===== src/rtl/bs_axi_pkg.sv =====
// Shared types and AXI constants for the bitstream-to-DDR writer.
package bs_axi_pkg;

  typedef enum logic [1:0] {
    S_IDLE,
    S_ADDR,
    S_DATA,
    S_RESP
  } state_t;

  localparam logic [2:0] AWSIZE_8B  = 3'd3;
  localparam logic [1:0] BURST_INCR = 2'b01;
  localparam logic [1:0] RESP_OKAY  = 2'b00;

endpackage


===== src/rtl/bs_prefetch_q.sv =====
// Two-entry prefetch queue in front of the AXI write data channel.
// A read issued on push_req lands one cycle later, while rd_valid is high.
module bs_prefetch_q (
  input  logic        clk,
  input  logic        rst_n,
  input  logic        push_req,
  input  logic [63:0] din,
  input  logic        pop,
  output logic        rd_valid,
  output logic [1:0]  count,
  output logic [63:0] dout
);

  logic [63:0] mem [2];
  logic        wr_idx;
  logic        rd_idx;

  always_ff @(posedge clk) begin
    if (!rst_n) begin
      rd_valid <= 1'b0;
      count    <= 2'd0;
      wr_idx   <= 1'b0;
      rd_idx   <= 1'b0;
    end else begin
      rd_valid <= push_req;
      if (rd_valid) wr_idx <= ~wr_idx;
      if (pop)      rd_idx <= ~rd_idx;
      count <= count + 2'(rd_valid) - 2'(pop);
    end
  end

  // NOTE: the storage array has no reset; count alone says which entries hold data.
  always_ff @(posedge clk) begin
    if (rd_valid) mem[wr_idx] <= din;
  end

  assign dout = mem[rd_idx];

endmodule


===== src/rtl/bs_axi_writer.sv =====
// Drains the 64-bit bitstream FIFO into a DDR ring buffer as AXI4 INCR bursts,
// one burst outstanding at a time, never crossing a BURST_LEN*8-byte boundary.
module bs_axi_writer
  import bs_axi_pkg::*;
#(
  parameter int BURST_LEN = 16,
  parameter int ADDR_W    = 32
) (
  input  logic              clk,
  input  logic              rst_n,
  input  logic              enable,
  input  logic              flush,
  input  logic [ADDR_W-1:0] base_addr,
  input  logic [31:0]       buf_size,
  input  logic [63:0]       fifo_q,
  input  logic              fifo_empty,
  input  logic [7:0]        fifo_usedw,
  output logic              fifo_rdreq,
  output logic [ADDR_W-1:0] m_axi_awaddr,
  output logic [7:0]        m_axi_awlen,
  output logic [2:0]        m_axi_awsize,
  output logic [1:0]        m_axi_awburst,
  output logic              m_axi_awvalid,
  input  logic              m_axi_awready,
  output logic [63:0]       m_axi_wdata,
  output logic [7:0]        m_axi_wstrb,
  output logic              m_axi_wlast,
  output logic              m_axi_wvalid,
  input  logic              m_axi_wready,
  input  logic [1:0]        m_axi_bresp,
  input  logic              m_axi_bvalid,
  output logic              m_axi_bready,
  output logic [31:0]       wr_ptr,
  output logic [31:0]       bytes_total,
  output logic              flush_done,
  output logic              err
);

  localparam int LW = $clog2(BURST_LEN);

  state_t            state, state_next;
  logic [ADDR_W-1:0] base_r;
  logic [31:0]       size_r;
  logic              enable_q;
  logic              flush_pend;
  logic [8:0]        burst_n, fetched, beats;
  logic              start, done_set;
  logic [8:0]        n_sel;

  logic        en_rise;
  logic [8:0]  room;
  logic [8:0]  usedw9;
  logic [31:0] burst_bytes;
  logic [31:0] ptr_adv;
  logic        pop;
  logic        q_rd_valid;
  logic [1:0]  q_count;
  logic [2:0]  occ_eff;

  assign en_rise     = enable & ~enable_q;
  assign room        = 9'(BURST_LEN) - 9'(wr_ptr[LW+2:3]);
  assign usedw9      = {1'b0, fifo_usedw};
  assign burst_bytes = 32'(burst_n) << 3;
  assign ptr_adv     = wr_ptr + burst_bytes;

  bs_prefetch_q u_q (
    .clk      (clk),
    .rst_n    (rst_n),
    .push_req (fifo_rdreq),
    .din      (fifo_q),
    .pop      (pop),
    .rd_valid (q_rd_valid),
    .count    (q_count),
    .dout     (m_axi_wdata)
  );

  assign m_axi_awaddr  = base_r + ADDR_W'(wr_ptr);
  assign m_axi_awlen   = 8'(burst_n - 9'd1);
  assign m_axi_awsize  = AWSIZE_8B;
  assign m_axi_awburst = BURST_INCR;
  assign m_axi_awvalid = (state == S_ADDR);
  assign m_axi_wstrb   = 8'hFF;
  assign m_axi_wvalid  = (state == S_DATA) && (q_count != 2'd0);
  assign m_axi_wlast   = m_axi_wvalid && (beats == burst_n - 9'd1);
  assign m_axi_bready  = (state == S_RESP);
  assign pop           = m_axi_wvalid && m_axi_wready;

  // The slot freed by this cycle's pop counts as free, which keeps 1 beat/cycle.
  assign occ_eff    = 3'(q_count) + 3'(q_rd_valid) - 3'(pop);
  assign fifo_rdreq = ((state == S_ADDR) || (state == S_DATA)) &&
                      (fetched != burst_n) && !fifo_empty && (occ_eff < 3'd2);

  // NOTE: every signal written here gets a default first, so no latch is inferred.
  always_comb begin
    state_next = state;
    start      = 1'b0;
    done_set   = 1'b0;
    n_sel      = burst_n;
    unique case (state)
      S_IDLE: begin
        if (!en_rise) begin
          if (enable && (usedw9 >= room)) begin
            start      = 1'b1;
            n_sel      = room;
            state_next = S_ADDR;
          end else if (flush_pend && (usedw9 != 9'd0)) begin
            start      = 1'b1;
            n_sel      = (usedw9 < room) ? usedw9 : room;
            state_next = S_ADDR;
          end else if (flush_pend && fifo_empty) begin
            done_set = 1'b1;
          end
        end
      end
      S_ADDR:  if (m_axi_awready) state_next = S_DATA;
      S_DATA:  if (pop && (beats == burst_n - 9'd1)) state_next = S_RESP;
      S_RESP:  if (m_axi_bvalid) state_next = S_IDLE;
      default: state_next = S_IDLE;
    endcase
  end

  // NOTE: sequential state uses non-blocking assignments so every register sees
  // the pre-edge values of the others.
  always_ff @(posedge clk) begin
    if (!rst_n) begin
      state       <= S_IDLE;
      enable_q    <= 1'b0;
      flush_pend  <= 1'b0;
      flush_done  <= 1'b0;
      burst_n     <= 9'd0;
      fetched     <= 9'd0;
      beats       <= 9'd0;
      base_r      <= '0;
      size_r      <= 32'd0;
      wr_ptr      <= 32'd0;
      bytes_total <= 32'd0;
      err         <= 1'b0;
    end else begin
      state      <= state_next;
      enable_q   <= enable;
      flush_done <= done_set;

      // A new flush pulse wins over the clear of an older one.
      if (flush)         flush_pend <= 1'b1;
      else if (done_set) flush_pend <= 1'b0;

      if (start) begin
        burst_n <= n_sel;
        fetched <= 9'd0;
        beats   <= 9'd0;
      end else begin
        if (fifo_rdreq) fetched <= fetched + 9'd1;
        if (pop)        beats   <= beats + 9'd1;
      end

      if (en_rise) begin
        base_r      <= base_addr;
        size_r      <= buf_size;
        wr_ptr      <= 32'd0;
        bytes_total <= 32'd0;
        err         <= 1'b0;
      end else if ((state == S_RESP) && m_axi_bvalid) begin
        if (m_axi_bresp != RESP_OKAY) err <= 1'b1;
        wr_ptr      <= (ptr_adv == size_r) ? 32'd0 : ptr_adv;
        bytes_total <= bytes_total + burst_bytes;
      end
    end
  end

endmodule


===== config.mk =====
export PLATFORM = sky130hd
export DESIGN_NAME = bs_axi_writer
export DESIGN_NICKNAME = d
export VERILOG_FILES = /design/src/rtl/bs_axi_pkg.sv /design/src/rtl/bs_prefetch_q.sv /design/src/rtl/bs_axi_writer.sv
export SDC_FILE = /design/constraint.sdc
export NUM_CORES = 1
export LEC_CHECK = 0
export CORE_MARGIN = 1
export CORE_UTILIZATION = 51
export CTS_CLUSTER_SIZE = 8
export DETAILED_ROUTE_END_ITERATION = 16
export PLACE_DENSITY = 0.81
export SLEW_MARGIN = 20
export SYNTH_ARGS = -nofsm -noshare
export SYNTH_HDL_FRONTEND = slang
export SYNTH_SLANG_ARGS = --single-unit

===== constraint.sdc =====
create_clock -name clk -period 4.2 [get_ports clk]
set_clock_uncertainty 0.1 [all_clocks]
set_input_delay 0.84 -clock clk [delete_from_list [all_inputs] [get_ports clk]]
set_output_delay 0.84 -clock clk [all_outputs]
set_load 0.005 [all_outputs]

==> flow_summary_export.csv <==
group,metric,value,unit
place,gp_congestion,0.9281,
floorplan,io_pins,334,
synthesis,synth_edf_count,128,
power_and_ir_drop,net-switching-power,1.890,mW
place,dpl.hpwl,30280,um
cells_and_area,layout.nets,1999,
timing,setup_violations,0,
synthesis,yosysUniqueCellTypes,78,
cells_and_area,area_growth,34.08,%
power_and_ir_drop,p_comb_share,16.2,%
global_routing,grt_pass1_wl,66830,um
synthesis,synth_cells,1458,
clock_network,clkTransAtPathRegs,0.05,ns
worst_hold_path,hold_path_class,"flop to flop",
power_and_ir_drop,p_clk_share,41.2,%
clock_network,clock-sinks,288,
drt,postRouteAntennaNets,0,
timing,fmax,0.2439,GHz
global_routing,grtUsageMet1,31.75,%
timing,drv_slew,0,
place,dpl_worst_slack,-0.1304,ns
setup_path,crit_required,3.26,ns
synthesis,seq_area_frac_synth,47.83,%
global_routing,met3_usage,9.087,%
drt,via_per_inst,5.726,
power_and_ir_drop,ir_drop,0.2421,mV
power_and_ir_drop,seqPwrFrac,42.5,%
global_routing,grt_max_degree,67,
place,place_inst,2118,
setup_path,worst_ep_arrival_time,3.16,ns
clock_network,root_buffer,"clkbuf_16",
floorplan,rows,61,
global_routing,grt_overflow,0,
clock_network,cts_made_buffers,41,
clock_network,clockBufferDepth,3,
power_and_ir_drop,internal_power,5.461,mW
cells_and_area,fillers,1988,
timing,finalSetupTns,0,ns
global_routing,grt_use_total,28.95,%
power_and_ir_drop,sw_frac_of_total,25.71,%
outcome,outcome,"complete, no violations",
power_and_ir_drop,p_leak,7.553,nW
floorplan,fp.dieW,172.0,um
synthesis,yosysWarnings,0,
cells_and_area,drive_gt1_share,12.60,%
drt,wl,44380,um
synthesis,synthArstFlopShare,0,%
cells_and_area,final-seq-area,7053,sq um
cells_and_area,final_cells,2190,
synthesis,synth_seq_cells,288,
drt,route.detailed.drc,0,
setup_path,crit_path_end_kind,"primary output",
drt,initialDrtViolationCount,865,
global_routing,grt_pass1_vias,12269,
clock_network,cts_tree,"yes",
clock_network,clkLatencyLatePin,0.53,ns
drt,drt_first_pass_iters,5,
power_and_ir_drop,power.density,372.1,nW/um^2
synthesis,synth_area,14730,sq um
timing,relSlewSlack,38.10,%
synthesis,avgSynthCellArea,10.10,sq um
timing,fin_crit_sh,97.60,%
global_routing,top_usage_layer,"met2",
drt,wl_per_cell,20.27,um
global_routing,antenna_found_initial,1,
drt,vias,12541,
power_and_ir_drop,total_power,7.351,mW
clock_network,h-tree-depth,2,
setup_path,path_max_fanout,5,
timing,worst_slew_pin_slew,0.9262,ns
setup_path,start_kind,"flop",
timing,post-route-min-period,4.099,ns
setup_path,critPathKind,"flop to primary output",
timing,worst_slack,0.1007,ns
clock_network,hold_buffers,0,
synthesis,ys_dominant_reg_cell,"dfxtp_1",
floorplan,die_y,172.0,um
place,port_buffers,314,
floorplan,initial_core_util,52.45,%
job,max_cap_violations,0,
global_routing,grtUsageMet2,51.88,%
timing,hold_violations,0,
cells_and_area,multi_input_area,7341,sq um
floorplan,dieArea,29570,sq um
floorplan,core,28090,sq um
==> worst paths after layout <==
check | start | endpoint | slack (ns) | cells after the start
worst min register to register | err | err | 0.35 | 2
worst max register to register | wr_ptr[3] | wr_ptr[15] | 0.28 | 14
worst max-delay path | wr_ptr[12] | m_axi_awaddr[22] | 0.10 | 9
worst min-delay path | err | err | 0.35 | 2
==> Yosys cell counts (5+ instances only) <==
| library cell | count | share of area, % |
|---|---|---|
| a21o_1 | 12 | 0.61 |
| xnor2_1 | 70 | 4.2 |
| dfxtp_1 | 160 | 22 |
| a21oi_1 | 44 | 1.5 |
| clkbuf_1 | 57 | 1.5 |
| a211oi_1 | 15 | 0.76 |
| mux2i_1 | 8 | 0.54 |
| nand4_1 | 21 | 0.89 |
| nor3_1 | 29 | 0.99 |
| xor2_1 | 50 | 3.0 |
| a21boi_0 | 66 | 3.4 |
| mux2_2 | 67 | 5.1 |
| or3_1 | 11 | 0.47 |
| nand2_1 | 205 | 5.2 |
| edfxtp_1 | 128 | 26 |
| and4_1 | 7 | 0.42 |
| buf_4 | 24 | 1.2 |
| nor2_1 | 78 | 2.0 |
| o22ai_1 | 13 | 0.55 |
| o21ai_0 | 21 | 0.71 |
| nor4_1 | 29 | 1.2 |
| ha_1 | 59 | 5.0 |
| nand2b_1 | 5 | 0.21 |
| nand3_1 | 54 | 1.8 |
| buf_1 | 6 | 0.15 |
| or4_1 | 6 | 0.31 |
| o21a_1 | 19 | 0.97 |
| o31ai_1 | 9 | 0.46 |
| o22ai_2 | 7 | 0.59 |
| nor2b_1 | 13 | 0.55 |
| and3_1 | 33 | 1.4 |
| buf_2 | 6 | 0.20 |
| o211ai_1 | 8 | 0.41 |
| inv_1 | 39 | 0.99 |
| and2_1 | 9 | 0.38 |
==> registers in the layout (all words and copies together), names as in the netlist, 2 cells and up, named ones only <==
register / flops
base_r: 32
beats: 9
burst_n: 8
bytes_total: 29
fetched: 9
size_r: 32
state: 2
u_q.count: 2
u_q.mem: 128
wr_ptr: 29
==> critical path: stages, from the launching register on <==
cell and delay [ns]:
dfxtp_1 0.32, ha_1 0.37, and3_1 0.23, a32oi_1 0.34, nand3b_1 0.19, buf_4 0.17, a31o_2 0.24, a211oi_2 0.23
nor2_1 0.08, clkdlybuf4s50_1 0.45
==> area by class of cell <==
cell class	instances	area share [%]
multi-input cells	1050	37.16
flip-flops and latches	288	35.71
repair buffers	369	18.06
clock buffers	59	5.536
well taps	378	2.394
inverters	41	0.7791
clock inverters	3	0.3357
diodes	2	0.02534
==> cell families (layout without fill, tap and decap cells) <==
| logic type | Yosys count | in the layout | synth area share (%) |
|---|---|---|---|
| AND/OR/NAND/NOR | 515 | 515 | 16.82 |
| flip-flops | 288 | 288 | 47.83 |
| AO/OA/AOI/OAI | 258 | 258 | 12.66 |
| buffers and inverters | 137 | 472 | 4.264 |
| XOR/XNOR | 120 | 120 | 7.134 |
| multiplexers | 76 | 76 | 5.818 |
| adder cells (fa/ha/maj) | 62 | 62 | 5.419 |
| other | 2 | 21 | 0.05098 |
==> stage by stage <==
step	hold WS, ns	instance area, sq um	util (%)
final	0.3510	19750	70.33
after global routing	0.3626	19750	70.32
after CTS	0.3527	19610	69.81
after detailed placement	0.3437	18320	65.23
after global placement	0.3348	18320	65.23
after floorplan	0.3280	14800	-
==> per-layer routing <==
layer	part of all wire, %	vias up
met3	10	106
li1	-	5880
met5	0	-
met1	37	5965
met4	3.7	0
met2	49	590
==> power groups by stage <==
stage / Combinational, mW / Sequential (mW) / Clock [mW]
3_5_place_dp: 1.14 / 3.17 / 0
6_report: 1.19 / 3.13 / 3.03
2_1_floorplan: 0.582 / 3.16 / 0
5_1_grt: 1.29 / 3.14 / 3.19
3_3_place_gp: 1.10 / 3.17 / 0
4_1_cts: 1.17 / 3.12 / 3.06
==> cell usage in the layout, fill, tap and decap left out, types with 8 or more instances in the layout <==
cell type and count:
a211oi_1 13, a21boi_0 66, a21o_1 12, a21oi_1 40, and2_1 8, and3_1 33
buf_4 53, clkbuf_1 18, clkbuf_16 41, clkdlybuf4s50_1 304, conb_1 19, dfxtp_1 155
edfxtp_1 128, ha_1 51, inv_1 39, mux2_2 67, mux2i_1 8, nand2_1 203
nand3_1 54, nand4_1 21, nor2_1 77, nor2b_1 12, nor3_1 28, nor4_1 29
o211ai_1 8, o21a_1 19, o21ai_0 18, o22ai_1 13, o31ai_1 8, or3_1 11
xnor2_1 69, xor2_1 50
==> repair_timing <==
| action | in CTS | in global routing |
|---|---|---|
| gates resized for setup | 22 | 27 |
| setup endpoints to repair | 14 | 17 |
| buffers inserted | 4 | 3 |
| pin swaps | 6 | 11 |
No activity file was read; power rests on OpenSTA's default activity.
